File: src/rtl/wordline_regfile.sv
// -----------------------------------------------------------------------------
// wordline_regfile
//   Multi-port register file for the decode stage. Every address (the write
//   address and each read address) goes through the same log-shifter
//   decoder, which produces a one-hot wordline that selects the entry.
//
//   Optional features:
//     - a hard-wired zero register at entry 0
//     - write-to-read bypass, so a read sees a write made in the same cycle
//     - a per-entry dirty bitmap for context-save logic
//     - a saturating counter of accepted writes
//
// Ports:
//   clk          clock; all state changes on the rising edge
//   rst_n        synchronous active-low reset; clears entries, dirty and
//                wr_count
//   wr_en        write enable
//   wr_addr      write address
//   wr_data      write data
//   rd_addr      packed read addresses; port k uses [k*ADDR_W +: ADDR_W]
//   rd_data      packed combinational read data; port k uses
//                [k*DATA_W +: DATA_W]
//   rd_wordline  packed one-hot wordlines, DEPTH bits per read port
//   dirty        bit i is set when entry i has been written since the last
//                clear
//   dirty_clr    clears the dirty bitmap on the next rising edge
//   wr_count     saturating count of accepted writes (0..255)
// -----------------------------------------------------------------------------
module wordline_regfile #(
   parameter int DATA_W   = 16,
   parameter int ADDR_W   = 4,
   parameter int NUM_RD   = 2,
   parameter int ZERO_REG = 1,
   parameter int BYPASS   = 1
) (
   input  logic                        clk,
   input  logic                        rst_n,
   input  logic                        wr_en,
   input  logic [ADDR_W-1:0]           wr_addr,
   input  logic [DATA_W-1:0]           wr_data,
   input  logic [NUM_RD*ADDR_W-1:0]    rd_addr,
   output logic [NUM_RD*DATA_W-1:0]    rd_data,
   output logic [NUM_RD*(1<<ADDR_W)-1:0] rd_wordline,
   output logic [(1<<ADDR_W)-1:0]      dirty,
   input  logic                        dirty_clr,
   output logic [7:0]                  wr_count
);

   localparam int DEPTH = 1 << ADDR_W;

   // Log-shifter decoder. Stage j shifts the running one-hot value left by
   // 2^j when address bit j is set, so the result is always exactly one-hot.
   function automatic logic [DEPTH-1:0] decode(input logic [ADDR_W-1:0] addr);
      logic [DEPTH-1:0] wl;
      wl = {{(DEPTH-1){1'b0}}, 1'b1};
      for (int j = 0; j < ADDR_W; j++) begin
         if (addr[j]) wl = wl << (1 << j);
      end
      return wl;
   endfunction

   logic [DATA_W-1:0] mem_q [DEPTH];
   logic [DATA_W-1:0] mem_d [DEPTH];
   logic [DEPTH-1:0]  dirty_q, dirty_d;
   logic [7:0]        count_q, count_d;

   logic [DEPTH-1:0]  wr_wl;
   logic              wr_accept;

   // A write to the zero register is dropped completely: it changes no
   // storage, sets no dirty bit, does not count and is never bypassed.
   // While reset is asserted no write is accepted.
   assign wr_wl     = decode(wr_addr);
   assign wr_accept = wr_en && rst_n &&
                      !((ZERO_REG != 0) && (wr_addr == '0));

   // NOTE: each _d signal gets a full default at the top of the block, so
   // every path assigns it and no latch can be inferred.
   always_comb begin
      mem_d   = mem_q;
      dirty_d = dirty_clr ? '0 : dirty_q;
      count_d = count_q;
      if (wr_accept) begin
         for (int i = 0; i < DEPTH; i++) begin
            if (wr_wl[i]) mem_d[i] = wr_data;
         end
         // The set is applied after the clear, so when both happen in the
         // same cycle the written entry's bit ends up set.
         dirty_d = dirty_d | wr_wl;
         if (count_q != 8'hFF) count_d = count_q + 8'd1;
      end
   end

   // NOTE: the storage array is reset along with the control state, because
   // every entry must read 0 after reset. That costs a reset on every
   // storage flop.
   always_ff @(posedge clk) begin
      if (!rst_n) begin
         for (int i = 0; i < DEPTH; i++) mem_q[i] <= '0;
         dirty_q <= '0;
         count_q <= '0;
      end else begin
         // NOTE: state flops use non-blocking assignments, so every flop
         // samples its _d value from before the clock edge.
         mem_q   <= mem_d;
         dirty_q <= dirty_d;
         count_q <= count_d;
      end
   end

   assign dirty    = dirty_q;
   assign wr_count = count_q;

   // Read ports: the decoded wordline selects the stored entry through an
   // AND-OR mux. The bypass and zero-register overrides are applied after
   // the mux, and the zero register takes priority.
   for (genvar k = 0; k < NUM_RD; k++) begin : g_rd
      logic [DEPTH-1:0]  rd_wl;
      logic [DATA_W-1:0] rd_val;

      always_comb begin
         rd_wl  = decode(rd_addr[k*ADDR_W +: ADDR_W]);
         rd_val = '0;
         for (int i = 0; i < DEPTH; i++) begin
            if (rd_wl[i]) rd_val = rd_val | mem_q[i];
         end
         // Both wordlines are one-hot, so a non-zero AND means the read
         // address and the write address are the same.
         if ((BYPASS != 0) && wr_accept && ((rd_wl & wr_wl) != '0)) begin
            rd_val = wr_data;
         end
         if ((ZERO_REG != 0) && rd_wl[0]) rd_val = '0;
      end

      assign rd_wordline[k*DEPTH +: DEPTH]  = rd_wl;
      assign rd_data[k*DATA_W +: DATA_W]    = rd_val;
   end

endmodule

File: config.mk
export PLATFORM = sky130hd
export DESIGN_NAME = wordline_regfile
export DESIGN_NICKNAME = d
export VERILOG_FILES = /design/src/rtl/wordline_regfile.sv
export SDC_FILE = /design/constraint.sdc
export NUM_CORES = 1
export LEC_CHECK = 0
export CORE_MARGIN = 3
export CORE_UTILIZATION = 60
export DETAILED_ROUTE_END_ITERATION = 7
export DONT_BUFFER_PORTS = 1
export PLACE_DENSITY = 0.84
export SETUP_SLACK_MARGIN = 0.4
export SLEW_MARGIN = 20
export SYNTH_ARGS = -nofsm -noshare
export SYNTH_HDL_FRONTEND = slang
export SYNTH_SLANG_ARGS = --single-unit
File: constraint.sdc
create_clock -name clk -period 7.79 [get_ports clk]
set_input_delay 1.1685 -clock clk [delete_from_list [all_inputs] [get_ports clk]]
set_output_delay 1.1685 -clock clk [all_outputs]
set_load 0.01 [all_outputs]
==> impl_summary.log <==
[metrics] worst-path fanout max: 43
[metrics] maximum vdd drop: roughly 0.00015 V
[metrics] Synth Area in Simple Gates: 22.0%
[metrics] iteration count of the initial detailed-routing pass: 7
[metrics] Reg2Reg Setup Slack: 5950 ps
[metrics] multi-input gate area in the final layout: slightly below 9000 um2
[metrics] largest family of logic cells by synthesized area: compound AO/OA/AOI/OAI gates
[metrics] Post-DP Area: 15000 um2
[metrics] setup repair after global routing missed its margin: false
[metrics] Sequential Area: between 5000 and 6000 um2
[metrics] final global-route overflow total: 0
[metrics] max-slew violations: 0
[metrics] cell taking the most area after synthesis: dfxtp_1
[metrics] worst clock skew on the final layout: 5.11 ps
[metrics] relative max-transition margin: 20.0%
[metrics] number of remaining DRC errors: 0
[metrics] most common cell after layout, fill and taps aside: nand2_1
[metrics] adder and majority cell fraction of the synthesized area: 0.0821%
[metrics] leading register cell type out of synthesis: dfxtp_1
[metrics] fin worst setup slack: 2210 ps
[metrics] number of synthesized register bits: 280
[metrics] NumNets Final: around 1800
[metrics] crit-path leading delay family: simple AND/OR/NAND/NOR gates
[metrics] number of distinct standard cells referenced by the synthesized netlist: 64
[metrics] MaxCap Viol Count: 0
[metrics] static leakage: 5.24 nW
[metrics] max incr delay on CP: 930 ps
[metrics] summed area of non-filler cells in the final layout: between 15000 and 20000 um2
[metrics] type of the worst setup path: input port to output port
[metrics] count of inserted antenna diode cells: 0
[metrics] buffer count from post-CTS setup fixing: 0
[metrics] final-report hold violation count: 0
[metrics] required time at the endpoint of the critical path: 6620 ps
[metrics] clock net sink count: 280
[metrics] vias in the first global route: roughly 13000
[metrics] Setup crit start: rd_addr[6]
[metrics] clock period minus worst slack: between 5000 and 6000 ps
[metrics] number of fillers in the final layout: between 2000 and 2500
[metrics] H-Tree Depth: 1
[metrics] Achievable Freq: roughly 0.18 GHz
[metrics] register area share after synthesis: between 30% and 40%
[metrics] R2R depth: 6
[metrics] routed vias/inst: ~6.9
[metrics] number of antenna violations at the first check in global routing: 0
[metrics] main area contributors after synthesis: dfxtp_1, nand2_1, a21boi_0
[metrics] global-route wire length before repair: 75.1 mm
[metrics] cell area after technology mapping: between 15000 and 20000 um2
[metrics] post-DR wirelength/cell: between 20 and 25 um
[metrics] Worst-Margin Slew: 1200 ps
[metrics] commonest cells after routing, fill and taps aside: nand2_1, dfxtp_1, a21boi_0, a22oi_1, mux2i_1
[metrics] net count after synthesis: about 1900
[metrics] Global Route Usage Sum: a little over a third
[metrics] count of flip-flops with a built-in enable after synthesis: 0
[metrics] maximum number of pins on one net before global-route repair: between 200 and 300
[metrics] Worst setup EP type: output port
[metrics] area inside the core boundary: 24700 um2
[metrics] source-to-sink clock delay at the later pin of the worst-skew pair: around 560 ps
[metrics] final standard cell utilization of the core: 64.7%
[metrics] vias after detailed routing: 14400
[metrics] Die Footprint: 27400 um2
[metrics] clock tree from TritonCTS: done
[metrics] standard-cell rows: 57
[metrics] outcome: finished clean
[metrics] horizontal extent of the die: 165 um
[metrics] post-synthesis xor/xnor area fraction: 0.632%
[metrics] total of cells resized after clock tree synthesis: 0
[metrics] launch instance of the worst register-to-register path: wr_count[0]
[metrics] endpoint of the worst register-to-register path: wr_count[7]
[metrics] synthesized instance count: roughly 1900
[metrics] master of the slowest instance on the critical path: or4_1
[metrics] Buffers on Ports: 0
[metrics] Critical Path Source Type: input port
[metrics] end point of the critical path: rd_data[22]
[metrics] DR iter-0 viols: 2064
[metrics] setup violators final: 0
[metrics] Crit. path cell count: 7
[metrics] layout cells sized above 1: 7.64%
[metrics] number of buffers and inverters on the critical path: 1
[metrics] post-placement worst setup slack: 2390 ps
[metrics] share of the synthesized area in the top cell type: 36.8%
[metrics] final WL: between 40 and 50 mm
[metrics] root buf cell: clkbuf_16
[metrics] Yosys Warn Count: 0
[metrics] DPL Wire Length: 32.7 mm
[metrics] Post-Syn Area per Cell: roughly 8 um2
[metrics] TritonCTS Buffers: 28
[metrics] class of the tightest hold or removal check: register to register
[metrics] io pins: between 100 and 150
[metrics] asr flop ratio synth: 0%
[metrics] total power consumption of the routed design: 2.98 mW
[metrics] cell-by-cell trace of the critical path: or4_1, or3_1, a31oi_1, nor4_2, buf_4, nand2b_1, a21oi_1
[metrics] fraction of the mapped netlist area in compound gates: 23.7%
[metrics] Cell Pwr Density: 187 nW/um2
[metrics] Area growth syn-to-layout: 4.71%
[metrics] post-detailed-route count of antenna-violating nets: 0
[metrics] effective utilization at floorplan: about three fifths
[metrics] clock transition at the registers of the reported paths: roughly 60 ps
[metrics] Post-CTS Hold Fix Bufs: 0
[metrics] Final Cycle Share: 71.6%
[metrics] final weighted congestion in routability-driven placement: 0.978
[metrics] Die Y-Extent: 165 um
[metrics] Data arrival, critical path: roughly 4400 ps
[metrics] Max clock buf depth: 3
[metrics] proportion of synthesized area in mux cells: around 11%
[metrics] setup TNS: 0 ps
## routing by layer
layer | vias up | routed length [um] | global-route usage [%]
met4 | 0 | 3650 | 21.8
met5 | - | 0 | 0
met2 | 1019 | 22300 | 55.8
met3 | 265 | 5660 | 7.16
met1 | 6790 | 17900 | 43.5
li1 | 6327 | - | -
## synthesized netlist by cell type (4+ instances only)
master and number:
buf_4 6, mux2i_1 82, nand4_1 4, nor2b_1 41, clkbuf_1 141, o31ai_1 14, mux2_2 15, a221oi_1 32
and2_1 24, nor4bb_1 4, nand3_1 9, buf_2 37, nor3_1 33, xnor2_1 4, o22ai_1 44, a21boi_1 34
inv_1 4, nor2_1 70, nand2b_1 15, o21ai_0 17, a2111oi_0 13, nor4_1 20, nand2_1 501, or4_1 4
xor2_1 7, mux4_2 32, dfxtp_1 280, a22oi_1 96, o221ai_1 5, a21oi_1 31, or2_2 6, buf_1 6
or3_1 6, a21boi_0 190
## worst min-delay path by stage
stage	start	to	slack [ps]	cells after the start
floorplan	mem_q[150]	mem_q[150]	450	2
global placement	mem_q[231]	mem_q[231]	450	2
detailed placement	mem_q[130]	mem_q[130]	460	2
CTS	mem_q[233]	mem_q[233]	470	2
global route	mem_q[233]	mem_q[233]	480	2
finish	mem_q[233]	mem_q[233]	470	2
## through the flow
stage                     hold slack (ps)  std cells
after global routing                  485       2079
after detailed placement              463       2030
after global placement                454       2030
after CTS                             472       2079
after floorplan                       447       1875
final                                 471       2079
## state kept, by name, summed over array words and instances (netlist names)
| register | cells |
|---|---|
| dirty | 16 |
| mem_q | 256 |
| wr_count | 8 |
## where the power goes
part	switching [mW]	total (mW)	internal (mW)
registers	0.0101	1.45	1.44
clock network	0.586	1.36	0.775
logic	0.0988	0.168	0.0691
total	0.695	2.98	2.29
## worst reg2reg max path, cell delays in order, from the launching register on
cell and delay (ps):
dfxtp_1 370, ha_1 250, and3_1 200, a311oi_1 450, nand3_1 150, xnor2_1 140, and2_1 160
## cell type report
type,instances,area share (%)
Timing Repair Buffer,24,1.13
Multi-Input combinational cell,1398,55.4
Inverter,4,0.0940
Clock buffer,39,4.96
Tap cell,324,2.54
Clock inverter,10,0.784
Sequential cell,280,35.1
## logic make-up after synthesis
group           Yosys count
compound gates          494
xor+xnor                 11
fa+ha+maj                 1
buf+inv                 197
flops                   280
mux                     131
simple gates            761
No activity file was read; power rests on OpenSTA's default activity.
